===== src/rtl/aes_round_sequencer.sv =====
// Round / key-schedule sequencer for the masked AES-128/256 datapath.
// Optional synchronous abort port is enabled by defining AES_SEQ_ABORT_EN.
module aes_round_sequencer #(
   parameter int SBOX_LATENCY = 5,
   parameter int CNT_W = $clog2(SBOX_LATENCY)
) (
   input  logic       clk,
   input  logic       rst_n,
   input  logic       start,
   input  logic       key_256,
   output logic       busy,
   output logic       key_en,
   output logic [1:0] ks_mode,
   output logic [7:0] rcon,
   output logic [3:0] round,
   output logic       final_round,
   output logic       done
`ifdef AES_SEQ_ABORT_EN
   ,
   input  logic       abort
`endif
);

   typedef enum logic [1:0] {
      S_IDLE,
      S_RUN,
      S_DONE
   } state_e;

   localparam logic [1:0] KS_PASS = 2'b00;
   localparam logic [1:0] KS_RSR  = 2'b01;
   localparam logic [1:0] KS_SUB  = 2'b10;

   localparam logic [CNT_W-1:0] CNT_LAST = CNT_W'(SBOX_LATENCY - 1);
   localparam logic [CNT_W-1:0] CNT_KEY  = CNT_W'(SBOX_LATENCY - 2);

   state_e           state_q, state_d;
   logic             mode_q, mode_d;
   logic [3:0]       round_q, round_d;
   logic [CNT_W-1:0] cnt_q, cnt_d;
   logic [7:0]       rcon_q, rcon_d;
   logic [1:0]       ks_q, ks_d;
   logic             ken_q, ken_d;

   logic       abort_w;
   logic       accept;
   logic [1:0] start_mode;
   logic [3:0] nr_q, nr_d;

`ifdef AES_SEQ_ABORT_EN
   assign abort_w = abort;
`else
   assign abort_w = 1'b0;
`endif

   assign accept     = (state_q == S_IDLE) && start && !abort_w;
   assign start_mode = key_256 ? KS_PASS : KS_RSR;
   assign nr_q       = mode_q ? 4'd14 : 4'd10;
   assign nr_d       = mode_d ? 4'd14 : 4'd10;

   function automatic logic [7:0] xtime(input logic [7:0] v);
      return {v[6:0], 1'b0} ^ (v[7] ? 8'h1B : 8'h00);
   endfunction

   always_comb begin
      state_d = state_q;
      mode_d  = mode_q;
      round_d = round_q;
      cnt_d   = cnt_q;
      unique case (state_q)
         S_IDLE: begin
            if (accept) begin
               state_d = S_RUN;
               mode_d  = key_256;
               round_d = 4'd1;
               cnt_d   = '0;
            end
         end
         S_RUN: begin
            if (abort_w) begin
               state_d = S_IDLE;
               round_d = 4'd0;
               cnt_d   = '0;
            end else if (cnt_q == CNT_LAST) begin
               cnt_d = '0;
               if (round_q == nr_q) begin
                  state_d = S_DONE;
               end else begin
                  round_d = round_q + 4'd1;
               end
            end else begin
               cnt_d = cnt_q + 1'b1;
            end
         end
         S_DONE: begin
            state_d = S_IDLE;
            round_d = 4'd0;
            cnt_d   = '0;
         end
         default: begin
            state_d = S_IDLE;
            round_d = 4'd0;
            cnt_d   = '0;
         end
      endcase
   end

   // Next-cycle key pulse: key r+1 is built in round r at cnt=L-2
   always_comb begin
      ken_d = (state_d == S_RUN) && (cnt_d == CNT_KEY) &&
              (round_d != nr_d);
      ks_d  = ks_q;
      if (accept) begin
         ks_d = start_mode;
      end
      if (ken_d) begin
         ks_d = (mode_d && !round_d[0]) ? KS_SUB : KS_RSR;
      end
      if (state_d == S_IDLE) begin
         ks_d = KS_PASS;
      end
   end

   always_comb begin
      rcon_d = rcon_q;
      if (state_d == S_IDLE) begin
         rcon_d = 8'h01;
      end else if (key_en && (ks_mode == KS_RSR)) begin
         rcon_d = xtime(rcon_q);
      end
   end

   always_ff @(posedge clk or negedge rst_n) begin
      if (!rst_n) begin
         state_q <= S_IDLE;
         mode_q  <= 1'b0;
         round_q <= 4'd0;
         cnt_q   <= '0;
         rcon_q  <= 8'h01;
         ks_q    <= KS_PASS;
         ken_q   <= 1'b0;
      end else begin
         state_q <= state_d;
         mode_q  <= mode_d;
         round_q <= round_d;
         cnt_q   <= cnt_d;
         rcon_q  <= rcon_d;
         ks_q    <= ks_d;
         ken_q   <= ken_d;
      end
   end

   assign busy        = (state_q == S_RUN);
   assign done        = (state_q == S_DONE);
   assign round       = round_q;
   assign rcon        = rcon_q;
   assign final_round = busy && (round_q == nr_q);
   assign key_en      = accept || ken_q;
   assign ks_mode     = accept ? start_mode : ks_q;

endmodule

===== config.mk =====
export PLATFORM = sky130hd
export DESIGN_NAME = aes_round_sequencer
export DESIGN_NICKNAME = d
export VERILOG_FILES = /design/src/rtl/aes_round_sequencer.sv
export SDC_FILE = /design/constraint.sdc
export NUM_CORES = 1
export LEC_CHECK = 0
export CAP_MARGIN = 20
export CORE_ASPECT_RATIO = 1.2
export CORE_MARGIN = 1.5
export CORE_UTILIZATION = 50
export DETAILED_ROUTE_END_ITERATION = 8
export PLACE_DENSITY = 0.88
export SLEW_MARGIN = 20
export SYNTH_ARGS = -nofsm -noshare
export SYNTH_HDL_FRONTEND = slang
export SYNTH_SLANG_ARGS = --single-unit

===== constraint.sdc =====
create_clock -name clk -period 2.55 [get_ports clk]
set_input_delay 0.765 -clock clk [delete_from_list [all_inputs] [get_ports clk]]
set_output_delay 0.765 -clock clk [all_outputs]
set_load 0.005 [all_outputs]

==> results_dict.tcl <==
set metrics [dict create \
    ios 22 \
    synth.lib_cells_used.distinct 41 \
    timing.critical_path.arrival_ns 1.74 \
    rsz0062_at_grt "no" \
    worst_slew_margin_rel 0.603 \
    via_count_of_the_first_global_routing_pass 1019 \
    wire_per_inst_microns 14.8 \
    cts-root-to-sink-buffers 2 \
    ys_seq_area_frac 0.441 \
    worst_setup_path_end_kind "primary output" \
    syn_inst 124 \
    regArea_sq_um 529 \
    multiInputGateArea_sq_um 642 \
    drcViolationCount 0 \
    clock_latency_ns 0.30 \
    grt_util_all_layers 0.227 \
    hold_path.class "reg -> reg" \
    synth_warnings 0 \
    clock-sinks 21 \
    holdPathEnd "rcon[5]" \
    run_status "complete, no violations" \
    critical_path.max_stage_delay_ns 0.25 \
    leading_cell_types_by_total_area_after_synthesis "dfrtp_1, mux2i_1, nor2_1" \
    fillers 169 \
    setup-violations-final 0 \
    fin_nets 173 \
    gpl.final_weighted_congestion 0.783 \
    period_needed_ns 2.51 \
    dr.first_iter.drc_count 32 \
    async_set_or_reset_flop_fraction_in_the_synthesized_netlist 1.00 \
    die_area_sq_mm 0.00269 \
    cts_buffers 3 \
    critical-path-top-delay-family "buffers and inverters" \
    clk_transition_reported_paths_ns 0.12 \
    fp.coreArea_sq_mm 0.00228 \
    r2r_slack_ns 0.33 \
    synth_nets 132 \
    r2r_start "cnt_q[0]" \
    power.combinational.fraction 0.543 \
    worst-slew-pin-transition_ns 0.594 \
    finalClockSkew_ns 0.00968 \
    timing.final.hold_violations 0 \
    wire_length_of_the_first_global_routing_pass_microns 4490 \
    max_cap_viol_count 0 \
    beginning_of_the_worst_hold_path "rcon[5]" \
    start_kind "input pin" \
    switching_share 0.385 \
    power.share.clock 0.096 \
    cp_slowest_cell "dlygate4sd2_1" \
    fin_util 0.715 \
    mostFrequentLayoutCell "dfrtp_1" \
    number_of_routed_nets_with_antenna_violations 0 \
    power_frac_seq 0.361 \
    synth_flop_type "dfrtp_1" \
    mappedNetlistArea_sq_mm 0.00119 \
    static-leakage-power_nw 0.836 \
    critical_path_buf_inv_count 3 \
    worstReg2RegEnd "ks_q[1]" \
    holdBufCountCts 0 \
    max-vdd-ir-drop_mv 0.687 \
    final_max_slew_viol_count 0 \
    worstPathCellList "clkdlybuf4s15_2, nor2b_4, nand2_2, buf_6, and2_1, dlygate4sd2_1" \
    detail_route.first_pass.iterations 4 \
    dp_hpwl_microns 2140 \
    floorplan.initialDensity 0.524 \
    max_clock_freq_mhz 399 \
    grt_start_max_net_pins 16 \
    routed-via-count 1108 \
    pnr_total_power_mw 1.66 \
    post-synth-top-area-cell "dfrtp_1" \
    critPathKind "in -> out" \
    timing.critical_path.fanout_max 5 \
    most-common-layout-cells "dfrtp_1, nor2_1, clkdlybuf4s50_1, buf_4, mux2i_1" \
    viasPerCell 5.68 \
    fin_crit_sh 0.983 \
    synth.ff_latch_count 21 \
    die_height_microns 56.6 \
    average_footprint_of_a_synthesized_cell_sq_um 9.64 \
    total_switching_power_uw 639 \
    power_report.internal_total_mw 1.02 \
    std_cell_rows 19 \
    synth_largest_type_area_fraction 0.419 \
    numPortBuffers 21 \
    setup_slack_ns 0.0436 \
    timing.setup.tns_ns 0 \
    gr-total-overflow 0 \
    reg2reg_depth 8 \
    tritoncts_clock_tree "done" \
    num_antenna_cells 0 \
    chipWidth_microns 47.6 \
    antenna_found_initial 0 \
    hold-path-cell-count 2 \
    clock_tree.htree_level_count 1 \
    p_per_area_mw_per_mm2 1020 \
    synth_enable_flop_cells 0 \
    drt-total-wl_microns 2880 \
    area_growth_syn_to_layout_pct 36.6 \
    clock_tree.root_cell "clkbuf_4" \
    dpl_worst_slack_ns -0.552 \
    worst_ep_required_time_ns 1.79 \
    post_route_cells_drive_above_1_share 0.220 \
]
[cell usage after synthesis, types with 2 or more instances]
library cell   n
o21ai_1        3
a21o_1         2
xnor2_1        2
a22oi_1        2
inv_1          8
xor2_1         3
mux2i_1        8
nor2b_1        2
ha_1           4
dfrtp_1       20
nand2_1        8
nor3_1         4
a21oi_1        4
nand3_1        6
nor2_1        17
o21ai_0        4
buf_2          3
[state kept, by name, indices dropped and copies added (netlist names)]
register	cells
rcon	8
ken_q	1
cnt_q	3
round	4
mode_q	1
state_q	2
ks_q	2
[power by group through the flow]
stage	clock (mW)	sequential, mW	combinational [mW]
floorplan	0	0.590	0.454
global placement	0	0.588	0.792
detailed placement	0	0.601	0.828
CTS	0.162	0.595	0.847
global route	0.178	0.618	0.998
finish	0.159	0.598	0.901
[per-stage QoR]
stage | cell area [sq um] | cells | hold WS (ns)
floorplan | 1190 | 124 | 0.469
finish | 1630 | 195 | 0.572
global placement | 1550 | 187 | 0.524
global route | 1630 | 195 | 0.606
CTS | 1600 | 192 | 0.575
detailed placement | 1550 | 187 | 0.548
[cell type report]
type	instances	share of cell area
Inverter	9	0.0207
Sequential cell	21	0.324
Clock buffer	3	0.0138
Clock inverter	1	0.00307
Multi-Input combinational cell	91	0.393
Timing Repair Buffer	39	0.221
Tap cell	31	0.0238
[timing repair]
action                     CTS  global route
setup endpoints to repair    4             2
pin swaps                    1             1
gates resized for setup     12             5
buffers inserted             1             3
[layer usage]
layer  GRT usage  share of wire  vias to the layer above
li1            -              -                      526
met4      0.0849          0.022                        0
met1       0.318           0.41                      535
met5           0              0                        -
met3      0.0418          0.055                        8
met2       0.344           0.51                       39
[cell families after synthesis]
kind of cell,synth area share
simple gates,0.180
compound gates,0.168
flops,0.441
buf+inv,0.0408
mux,0.0785
xor+xnor,0.0503
fa+ha+maj,0.0419
[tightest hold or removal path: cells and delay by family (launching register included)]
kind | cells | cell delay (ns)
flops | 1 | 0.39
mux | 1 | 0.08
simple gates | 1 | 0.08
[worst max path at each step]
stage	from	slack (ns)	cells after the start	endpoint
after floorplan	start	0.47	3	ks_mode[0]
after global placement	start	-0.54	5	ks_mode[0]
after detailed placement	start	-0.55	5	ks_mode[0]
after CTS	round[2]	0.02	4	final_round
after global routing	start	0.02	6	ks_mode[1]
final	start	0.04	6	ks_mode[1]
Power figures use the tool's default switching activity.
